`src/rtl/mnist_pkg.sv`:
```
// Shared types and requantization helper for the MNIST accumulator datapath.
// The requant function is the single definition of ReLU + rounding shift +
// saturation, reused by every block that turns accumulator results into
// activations.
package mnist_pkg;

  localparam int ACC_W   = 22;
  localparam int OUT_W   = 8;
  // Largest activation: outputs are non-negative, so the top bit stays clear.
  localparam int ACT_MAX = (1 << (OUT_W - 1)) - 1;

  typedef logic signed [ACC_W-1:0] acc_t;
  typedef logic        [OUT_W-1:0] act_t;

  // Activation plus a flag telling whether it was clipped to ACT_MAX.
  typedef struct packed {
    logic sat;
    act_t act;
  } requant_t;

  // ReLU, round-half-up right shift by 'shift' (>=1), then clip to ACT_MAX.
  // The rounding add is done one bit wider than the accumulator so the
  // largest positive input cannot wrap.
  function automatic requant_t requant(input acc_t acc, input int unsigned shift);
    logic signed [ACC_W:0] wide;
    logic signed [ACC_W:0] rounded;
    requant_t              res;
    wide    = {acc[ACC_W-1], acc};
    rounded = (wide + ((ACC_W + 1)'(1) << (shift - 1))) >>> shift;
    res.sat = 1'b0;
    res.act = '0;
    if (acc[ACC_W-1]) begin
      res.act = '0;
    end else if (rounded > (ACC_W + 1)'(ACT_MAX)) begin
      res.sat = 1'b1;
      res.act = act_t'(ACT_MAX);
    end else begin
      res.act = rounded[OUT_W-1:0];
    end
    return res;
  endfunction

endpackage

```
`src/rtl/neuron_out_reader_if.sv`:
```
// Handshake bundle for neuron_out_reader: the accumulator-result input
// channel and the activation output channel, both valid/ready.
// 'master' is the environment side (producer of results, consumer of
// activations); 'slave' is the reader block itself.
interface neuron_out_reader_if;

  // Accumulator result channel (upstream -> reader)
  mnist_pkg::acc_t acc_in;
  logic            acc_valid;
  logic            acc_ready;

  // Activation channel (reader -> next layer)
  mnist_pkg::act_t dout;
  logic            dout_valid;
  logic            dout_ready;

  modport master (
    output acc_in,
    output acc_valid,
    input  acc_ready,
    input  dout,
    input  dout_valid,
    output dout_ready
  );

  modport slave (
    input  acc_in,
    input  acc_valid,
    output acc_ready,
    output dout,
    output dout_valid,
    input  dout_ready
  );

endinterface

```
`src/rtl/sync_fifo.sv`:
```
// Single-clock first-word-fall-through FIFO.
// Pointers carry one extra wrap bit so full and empty are told apart without
// a separate occupancy counter. The head word is read combinationally so a
// word written at an edge is visible at the output in the next cycle.
// Writes while full and reads while empty are ignored.
module sync_fifo #(
  parameter int WIDTH = 8,
  parameter int DEPTH = 16
) (
  input  logic             clk,
  input  logic             rst,      // asynchronous, active-low
  input  logic             wr_en,
  input  logic [WIDTH-1:0] wr_data,
  input  logic             rd_en,
  output logic [WIDTH-1:0] rd_data,
  output logic             full,
  output logic             empty
);

  localparam int AW = (DEPTH > 1) ? $clog2(DEPTH) : 1;

  logic [WIDTH-1:0] mem_q [DEPTH];
  logic [AW:0]      wr_ptr_q, wr_ptr_d;
  logic [AW:0]      rd_ptr_q, rd_ptr_d;
  logic             do_wr;
  logic             do_rd;

  assign empty   = (wr_ptr_q == rd_ptr_q);
  assign full    = (wr_ptr_q[AW] != rd_ptr_q[AW]) &&
                   (wr_ptr_q[AW-1:0] == rd_ptr_q[AW-1:0]);
  assign do_wr   = wr_en && !full;
  assign do_rd   = rd_en && !empty;
  assign rd_data = mem_q[rd_ptr_q[AW-1:0]];

  // Pointer advance: each side moves by one on an effective access.
  always_comb begin
    wr_ptr_d = wr_ptr_q + (AW + 1)'(do_wr);
    rd_ptr_d = rd_ptr_q + (AW + 1)'(do_rd);
  end

  // Storage array; contents need no reset because empty masks stale words.
  always_ff @(posedge clk) begin
    if (do_wr) begin
      mem_q[wr_ptr_q[AW-1:0]] <= wr_data;
    end
  end

  // Pointer registers; reset empties the FIFO.
  always_ff @(posedge clk or negedge rst) begin
    if (!rst) begin
      wr_ptr_q <= '0;
      rd_ptr_q <= '0;
    end else begin
      wr_ptr_q <= wr_ptr_d;
      rd_ptr_q <= rd_ptr_d;
    end
  end

endmodule

```
`src/rtl/neuron_out_reader.sv`:
```
// Consumer end of the neuron accumulator output interface.
// Each accepted 22-bit signed result is requantized (ReLU, rounding shift,
// saturation) into an 8-bit activation and queued in a FIFO that feeds the
// next layer. A frame counter marks every NUM_NEURONS-th result with a
// one-cycle frame_done pulse; sat_flag remembers any saturation until reset.
// Build option: define ARGMAX_EN to add the per-frame argmax tracker and its
// argmax_idx / argmax_valid ports.
module neuron_out_reader
  import mnist_pkg::*;
#(
  parameter int SHIFT       = 8,
  parameter int DEPTH       = 16,
  parameter int NUM_NEURONS = 10,
  localparam int IDX_W      = (NUM_NEURONS > 1) ? $clog2(NUM_NEURONS) : 1
) (
  input  logic               clk,
  input  logic               rst,        // asynchronous, active-low
  neuron_out_reader_if.slave bus,
  output logic               frame_done,
  output logic               sat_flag
`ifdef ARGMAX_EN
  ,
  output logic [IDX_W-1:0]   argmax_idx,
  output logic               argmax_valid
`endif
);

  // ---------------------------------------------------------------------
  // Handshake and datapath
  // ---------------------------------------------------------------------
  logic     ready_en_q;
  logic     fifo_full;
  logic     fifo_empty;
  act_t     fifo_head;
  logic     accept;
  logic     pop;
  requant_t rq;

  assign rq     = requant(bus.acc_in, SHIFT);
  assign accept = bus.acc_valid && bus.acc_ready;
  assign pop    = bus.dout_ready && !fifo_empty;

  // acc_ready looks only at full, so a pop never frees a slot in the same
  // cycle. ready_en_q keeps it low until the first edge after reset.
  assign bus.acc_ready  = ready_en_q && !fifo_full;
  assign bus.dout_valid = !fifo_empty;
  // Head is forced to zero while empty so dout is clean out of reset.
  assign bus.dout       = fifo_empty ? '0 : fifo_head;

  // Releases acc_ready one edge after reset deasserts.
  always_ff @(posedge clk or negedge rst) begin
    if (!rst) begin
      ready_en_q <= 1'b0;
    end else begin
      ready_en_q <= 1'b1;
    end
  end

  sync_fifo #(
    .WIDTH (OUT_W),
    .DEPTH (DEPTH)
  ) u_fifo (
    .clk     (clk),
    .rst     (rst),
    .wr_en   (accept),
    .wr_data (rq.act),
    .rd_en   (pop),
    .rd_data (fifo_head),
    .full    (fifo_full),
    .empty   (fifo_empty)
  );

  // ---------------------------------------------------------------------
  // Frame counter and status flags
  // ---------------------------------------------------------------------
  logic [IDX_W-1:0] frame_cnt_q, frame_cnt_d;
  logic             frame_done_q, frame_done_d;
  logic             sat_flag_q, sat_flag_d;
  logic             last_word;

  assign last_word  = (frame_cnt_q == IDX_W'(NUM_NEURONS - 1));
  assign frame_done = frame_done_q;
  assign sat_flag   = sat_flag_q;

  // Next-state for the frame position, the end-of-frame pulse and the
  // sticky saturation flag.
  always_comb begin
    frame_cnt_d  = frame_cnt_q;
    frame_done_d = 1'b0;
    sat_flag_d   = sat_flag_q | (accept & rq.sat);
    if (accept) begin
      if (last_word) begin
        frame_cnt_d  = '0;
        frame_done_d = 1'b1;
      end else begin
        frame_cnt_d = frame_cnt_q + IDX_W'(1);
      end
    end
  end

  // Frame and status registers; reset drops any partial frame.
  always_ff @(posedge clk or negedge rst) begin
    if (!rst) begin
      frame_cnt_q  <= '0;
      frame_done_q <= 1'b0;
      sat_flag_q   <= 1'b0;
    end else begin
      frame_cnt_q  <= frame_cnt_d;
      frame_done_q <= frame_done_d;
      sat_flag_q   <= sat_flag_d;
    end
  end

`ifdef ARGMAX_EN
  // ---------------------------------------------------------------------
  // Per-frame argmax over the raw signed results
  // ---------------------------------------------------------------------
  acc_t             max_val_q, max_val_d;
  logic [IDX_W-1:0] max_idx_q, max_idx_d;
  logic [IDX_W-1:0] argmax_idx_q, argmax_idx_d;
  logic             argmax_valid_q, argmax_valid_d;
  logic             take_new;

  // First word of a frame always seeds the tracker; afterwards only a
  // strictly larger value replaces it, so ties keep the lowest index.
  assign take_new     = (frame_cnt_q == '0) || (bus.acc_in > max_val_q);
  assign argmax_idx   = argmax_idx_q;
  assign argmax_valid = argmax_valid_q;

  // Tracker update; the frame-ending word is folded in before the winner
  // is published.
  always_comb begin
    max_val_d      = max_val_q;
    max_idx_d      = max_idx_q;
    argmax_idx_d   = argmax_idx_q;
    argmax_valid_d = 1'b0;
    if (accept) begin
      if (take_new) begin
        max_val_d = bus.acc_in;
        max_idx_d = frame_cnt_q;
      end
      if (last_word) begin
        argmax_idx_d   = take_new ? frame_cnt_q : max_idx_q;
        argmax_valid_d = 1'b1;
      end
    end
  end

  // Argmax registers; the published index holds until the next frame end.
  always_ff @(posedge clk or negedge rst) begin
    if (!rst) begin
      max_val_q      <= '0;
      max_idx_q      <= '0;
      argmax_idx_q   <= '0;
      argmax_valid_q <= 1'b0;
    end else begin
      max_val_q      <= max_val_d;
      max_idx_q      <= max_idx_d;
      argmax_idx_q   <= argmax_idx_d;
      argmax_valid_q <= argmax_valid_d;
    end
  end
`endif

endmodule

```
`src/flat_wrapper.sv`:
```
// flat-port wrapper written by rule: the top's interface ports become plain ports
module neuron_out_reader_flat import mnist_pkg::*;
#(
  parameter int SHIFT       = 8,
  parameter int DEPTH       = 16,
  parameter int NUM_NEURONS = 10,
  localparam int IDX_W      = (NUM_NEURONS > 1) ? $clog2(NUM_NEURONS) : 1
)
  (clk, rst, frame_done, sat_flag, bus_acc_in, bus_acc_valid, bus_acc_ready, bus_dout, bus_dout_valid, bus_dout_ready);
  neuron_out_reader_if bus_i ();
  input  logic clk;
  input  logic rst;
  output logic frame_done;
  output logic sat_flag;
  input wire logic [$bits(bus_i.acc_in)-1:0] bus_acc_in;
  input wire logic [$bits(bus_i.acc_valid)-1:0] bus_acc_valid;
  output wire logic [$bits(bus_i.acc_ready)-1:0] bus_acc_ready;
  output wire logic [$bits(bus_i.dout)-1:0] bus_dout;
  output wire logic [$bits(bus_i.dout_valid)-1:0] bus_dout_valid;
  input wire logic [$bits(bus_i.dout_ready)-1:0] bus_dout_ready;
  assign bus_i.acc_in = bus_acc_in;
  assign bus_i.acc_valid = bus_acc_valid;
  assign bus_acc_ready = bus_i.acc_ready;
  assign bus_dout = bus_i.dout;
  assign bus_dout_valid = bus_i.dout_valid;
  assign bus_i.dout_ready = bus_dout_ready;
  neuron_out_reader #(.SHIFT(SHIFT), .DEPTH(DEPTH), .NUM_NEURONS(NUM_NEURONS)) u_core (.clk(clk), .rst(rst), .bus(bus_i), .frame_done(frame_done), .sat_flag(sat_flag));
endmodule
```
`config.mk`:
```
export PLATFORM = sky130hd
export DESIGN_NAME = neuron_out_reader_flat
export DESIGN_NICKNAME = d
export VERILOG_FILES = /design/src/rtl/mnist_pkg.sv /design/src/rtl/neuron_out_reader_if.sv /design/src/rtl/sync_fifo.sv /design/src/rtl/neuron_out_reader.sv /design/src/flat_wrapper.sv
export SDC_FILE = /design/constraint.sdc
export NUM_CORES = 1
export LEC_CHECK = 0
export CORE_ASPECT_RATIO = 1.25
export CORE_MARGIN = 10
export CORE_UTILIZATION = 42
export CTS_CLUSTER_SIZE = 12
export DETAILED_ROUTE_END_ITERATION = 10
export GPL_TIMING_DRIVEN = 1
export HOLD_SLACK_MARGIN = 0.05
export PLACE_DENSITY_LB_ADDON = 0.1
export SLEW_MARGIN = 20
export SYNTH_ARGS = -nofsm -noshare
export SYNTH_HDL_FRONTEND = slang
export SYNTH_HIERARCHICAL = 1
export SYNTH_SLANG_ARGS = --single-unit
```
`constraint.sdc`:
```
create_clock -name clk -period 3.2 [get_ports clk]
set_clock_uncertainty 0.05 [all_clocks]
set_input_delay 0.32 -clock clk [delete_from_list [all_inputs] [get_ports clk]]
set_output_delay 0.32 -clock clk [all_outputs]
set_load 0.02 [all_outputs]
```
=== After elaboration in Yosys (flattened, before gate mapping) ===
Memories as Yosys holds them, arrays and structs flattened.
Cells that the tools add are included.

* RAM bits: 128
* Logic and storage cells: 36
* Memories kept: 1
* Output and inout bits: 12
* Input port bits: 26
* Flip-flop bits (word level): 17

* Mux-type cells: 10
* Bitwise operators: 2
* Reductions and logical operators: 8
* Order comparisons: 1
* Add/subtract/negate cells: 4
* Equality and inequality tests: 4

{| class="wikitable"
|+ Memory list
! name !! depth !! bits a word !! read ports !! clocked after memory_dff !! write ports !! line !! RTL
|-
| u_core.u_fifo.mem_q || 16 || 8 || 1 || 0 || 1 || sync_fifo.sv:22 || <nowiki>logic [WIDTH-1:0] mem_q [DEPTH];</nowiki>
|}

{| class="wikitable"
|+ Operator list
! operator !! number
|-
| $mux W8 || 3
|-
| $add A22 B9 Y23 const B || 1
|-
| $gt A15 B8 Y1 const B || 1
|-
| $add A5 B1 Y5 || 2
|-
| $logic_and A1 B1 Y1 || 6
|-
| $mux W1 || 6
|-
| $eq A5 B5 Y1 || 1
|-
| $add A4 B1 Y4 const B || 1
|-
| $eq A4 B4 Y1 || 1
|-
| $eq A4 B4 Y1 const B || 1
|-
| $mux W4 || 1
|-
| $logic_not A1 Y1 || 2
|-
| $and A1 B1 Y1 || 1
|-
| $ne A1 B1 Y1 || 1
|-
| $or A1 B1 Y1 || 1
|}

=== Depth between registers and ports, before layout ===
* Depth after elaboration: 8
* Gate-level depth with buffers: 13
* Mapped depth without buffers: 10

=== Hierarchy ===
Netlist, hierarchy kept.

{| class="wikitable"
|+ By module, submodules not included
! module !! area each (um2) !! instances !! sequential area each (um2) !! cells an instance
|-
| sync_fifo || 5564.1 || 1 || 4093.9 || 281
|-
| neuron_out_reader || 699.4 || 1 || 175.2 || 88
|}

=== Least setup slack after synthesis ===
Ideal clock, no wire load.

* Path type: flip-flop to flip-flop
* From: register u_core.u_fifo.rd_ptr_q[0]
* To: memory u_core.u_fifo.mem_q[12][0], enable pin
* Cell stages (with the launch flop): 9
* Setup time: 0.395 ns
* Setup slack: 0.502 ns
* Arrival: 2.253 ns
* Cell sequence: dfrtp_1 -> buf_6 -> xnor2_1 -> nand4_1 -> nor2_1 -> and3b_1 -> clkbuf_1 -> o21ai_2 -> nor4_1

* Longest elaborated chain between the ends: 8

{| class="wikitable"
|+ Ends and longest elaborated chain
! item !! line !! RTL
|-
| start: declaration || sync_fifo.sv:24 || <nowiki>logic [AW:0] rd_ptr_q, rd_ptr_d;</nowiki>
|-
| start signal: assignment || sync_fifo.sv:55 || <nowiki>rd_ptr_q <= rd_ptr_d;</nowiki>
|-
| $eq A4 B4 Y1 || sync_fifo.sv:30 || <nowiki>(wr_ptr_q[AW-1:0] == rd_ptr_q[AW-1:0]);</nowiki>
|-
| $logic_and A1 B1 Y1 || sync_fifo.sv:29 || <nowiki>assign full = (wr_ptr_q[AW] != rd_ptr_q[AW]) &&</nowiki>
|-
| named net u_core.fifo_full || neuron_out_reader.sv:32 || <nowiki>logic fifo_full;</nowiki>
|-
| $logic_not A1 Y1 || neuron_out_reader.sv:45 || <nowiki>assign bus.acc_ready = ready_en_q && !fifo_full;</nowiki>
|-
| $logic_and A1 B1 Y1 || neuron_out_reader.sv:45 ||
|-
| $logic_and A1 B1 Y1 || neuron_out_reader.sv:40 || <nowiki>assign accept = bus.acc_valid && bus.acc_ready;</nowiki>
|-
| named net u_core.accept || neuron_out_reader.sv:35 || <nowiki>logic accept;</nowiki>
|-
| $logic_and A1 B1 Y1 || sync_fifo.sv:31 || <nowiki>assign do_wr = wr_en && !full;</nowiki>
|-
| $mux W1 || sync_fifo.sv:43 || <nowiki>if (do_wr) begin</nowiki>
|-
| $mux W1 (not written as such) || sync_fifo.sv:44 || <nowiki>mem_q[wr_ptr_q[AW-1:0]] <= wr_data;</nowiki>
|-
| end: declaration || sync_fifo.sv:22 ||
|}

The timed path passes the listed nets, and every way through them passes these cells.

=== Worst setup path in the final report ===
* From: register u_core.u_fifo.rd_ptr_q[0]
* To: output port bus_dout[7]

* Longest elaborated chain between the ends: 2
* Elaborated cells between the ends (all ways): 3

{| class="wikitable"
|+ Ends and longest elaborated chain
! item !! line !! RTL
|-
| $mem_v2 Z16 W8 || -- ||
|-
| named net u_core.fifo_head[7] || neuron_out_reader.sv:34 || <nowiki>act_t fifo_head;</nowiki>
|-
| $mux W8 || neuron_out_reader.sv:48 || <nowiki>assign bus.dout = fifo_empty ? '0 : fifo_head;</nowiki>
|-
| end: declaration || flat_wrapper.sv:18 || <nowiki>output wire logic [$bits(bus_i.dout)-1:0] bus_dout;</nowiki>
|}

The timed path passes the listed nets, and every way through them passes these cells.

==> out/qor.csv <==
stage,metric,value,unit
yosys,netlist.area_leader.share,61.4,%
clocking,cts_tree,done,
sta,min_period_over_period,96.3,%
yosys,synth_edf_count,128,
clocking,cts.sinks,145,
yosys,synth_common_cells,"edfxtp_1, mux2i_1, mux4_2, dfrtp_1, nor2b_1",
drt,postRouteAntennaNets,0,
drt,viasPerCell,5.39,
yosys,ys_ff_latch,145,
cells_and_area,nets,477,
clocking,cts_setup_buffers,0,
floorplanning,num_rows,49,
critical_path,crit_chain,buf_12 -> mux4_1 -> a32oi_1 -> o21ai_1 -> nor2b_1 -> clkdlybuf4s50_1,
clocking,cts_inserted_buffers,17,
clocking,postCtsHoldBufs,0,
yosys,synthTopCellsByArea,"edfxtp_1, mux4_2, dfrtp_1, mux2i_1, xnor2_1",
clocking,clk_pin_slew_worst_paths,0.05,ns
floorplanning,core,0.0145,mm^2
drt,num_vias,3434,
yosys,yosysWarnings,6,
critical_path,r2r-start,u_core/u_fifo/rd_ptr_q[0]$_DFF_PN0_,
run_status,status,"finished, final reports clean",
pwr,p_leak,0.00260,uW
drt,wl_per_cell,20.4,um
cells_and_area,instances_no_fill,637,
critical_path,startpoint_type,register,
sta,rsz0062_at_grt,false,
cells_and_area,syn_to_final_growth,19.3,%
clocking,clk_path_buf_depth,2,
pwr,power.density,838,mW/mm^2
place,place_inst,605,
yosys,synth_async_sr_flop_share,11.7,%
critical_path,end_kind,output port,
floorplanning,dieWidth,129,um
sta,report.final.hold_viol_count,0,
grt,grt_max_degree,29,
pwr,power,6270,uW
sta,relSlewSlack,41.5,%
critical_path,timing.critical_path.from,u_core/u_fifo/rd_ptr_q[0]$_DFF_PN0_,
sta,setup_viol_count_final,0,
yosys,synth_adder_area_share,0.999,%
job,drv_cap,0,
place,place_congestion,0.758,
critical_path,path_max_fanout,28,
sta,fin_tns_setup,0,ns
yosys,yosysMostFrequentCell,edfxtp_1,
grt,grt.overflow.total,0,
grt,track_usage,13.8,%
yosys,synth_compound_area_share,5.41,%
sta,fmax,324,MHz
yosys,synth_xor_area_share,2.38,%
yosys,synth_top_family_by_area,multiplexers,
drt,finalWirelength,13000,um
critical_path,required,2.83,ns
drt,firstDrtPassIters,4,
drt,drc,0,
clocking,ctsRootBufferMaster,clkbuf_16,
sta,min_period,3.08,ns
grt,antenna_found_initial,0,
place,dp_hpwl,8860,um
floorplanning,die-area,0.0202,mm^2
grt,grt_pass1_vias,3666,
hold_path,hold_path_class,input pin to async pin,
yosys,synth-main-ff-cell,edfxtp_1,
sta,tightest_slew,0.875,ns
critical_path,worstPathArrival,2.71,ns
pwr,ir_drop,0.338,mV
yosys,yosysUniqueCellTypes,49,
critical_path,cp_slowest_cell,mux4_1,
sta,drv_slew,0,
yosys,syn_area,0.00626,mm^2
yosys,synth-simple-area-share,7.19,%
floorplanning,start_util,43.1,%
clocking,cts-htree-levels,4,
cells_and_area,fin_util,51.4,%
floorplanning,ios,38,
grt,grt_pass1_wl,20600,um
yosys,synthCells,369,
drt,drt_iter0_markers,201,
critical_path,max_stage_delay,0.66,ns
cells_and_area,insertedDiodeCount,0,
yosys,synth_mux_area_share,12.9,%
yosys,ys_seq_area_share,68.2,%
floorplanning,fp.dieH,157,um
yosys,syn-mean-instance-area,17.0,um^2
clocking,clkLatencyLatePin,0.41,ns
yosys,post-synth-top-area-cell,edfxtp_1,
place,portBuffers,30,
cells_and_area,drive_above_1_share,19.2,%
critical_path,critPathKind,register to output port,
## area by class of cell
type                    instances  area [um^2]
flip-flops and latches        145         4270
fillers                      1221         7060
inverters                       5         18.8
multi-input cells             214         1870
clock buffers                  26          489
clock inverters                 6         33.8
repair buffers                 63          564
well taps                     178          223
## metal layers
metal  track usage [%]  vias up  share of wire [%]
li1                  -     1612                  -
met1              16.3     1739                 43
met2              23.1       69                 51
met3              3.79       14                4.1
met4              5.48        0                1.7
met5                 0        -                  0
## sequential cells by signal, indices dropped and copies added, names as in the netlist
name,cells
u_core/u_fifo/mem_q,128
u_core/u_fifo/rd_ptr_q,5
u_core/u_fifo/wr_ptr_q,5
u_core/frame_cnt_q,4
u_core/frame_done,1
u_core/ready_en_q,1
u_core/sat_flag,1
## placed cells by master (no fill, tap or decap), types with 11 or more instances in the layout
| master | count |
|---|---|
| mux2i_1 | 25 |
| conb_1 | 17 |
| clkbuf_16 | 17 |
| nor3_1 | 11 |
| dfrtp_1 | 16 |
| buf_4 | 31 |
| nor2b_1 | 15 |
| edfxtp_1 | 128 |
| mux4_2 | 20 |
| xnor2_1 | 13 |
| clkdlybuf4s50_1 | 30 |
## kinds of logic after synthesis
family,after synthesis
compound gates,47
buf+inv,25
simple gates,79
xor+xnor,17
fa+ha+maj,5
other cells,2
flops,145
mux,49
## report_power, final
group          total, uW  internal (uW)  switching [uW]
Sequential          2410           2250             165
Combinational       2120            996            1130
Clock               1730           1040             688
## metrics by stage
| step | hold slack (ns) | area (um^2) | setup slack, ns |
|---|---|---|---|
| 2_1_floorplan | -0.0256 | 6320 | 0.502 |
| 3_3_place_gp | 0.418 | 6940 | 0.127 |
| 3_5_place_dp | 0.425 | 6940 | 0.0868 |
| 4_1_cts | 0.321 | 7470 | 0.0708 |
| 5_1_grt | 0.370 | 7470 | 0.0170 |
| 6_report | 0.303 | 7470 | 0.117 |
## critical path: cells and delay by family, from the launching register on
family | cells | cell delay (ns)
buf+inv | 2 | 0.79
mux | 1 | 0.66
flops | 1 | 0.37
compound gates | 2 | 0.33
simple gates | 1 | 0.14
## path summary, 6_finish.rpt
path,to,slack (ns),cells after the start
worst min register to register,u_core/sat_flag$_DFF_PN0_,0.44,1
min in group clk,u_core/sat_flag$_DFF_PN0_,0.44,1
worst max register to register,u_core/u_fifo/mem_q[0][0]$_DFFE_PP_,0.38,7
max in group asynchronous,u_core/u_fifo/rd_ptr_q[1]$_DFF_PN0_,2.27,1
worst max-delay path,bus_dout[7],0.12,6
worst min-delay path,u_core/sat_flag$_DFF_PN0_,0.30,1
## repair_timing
item / in CTS / in global routing
resized for setup: 1 / 1
pin swaps: 0 / 0
endpoints found under the setup margin: 8 / 7
Note: power is estimated with default switching activity, not from simulation.
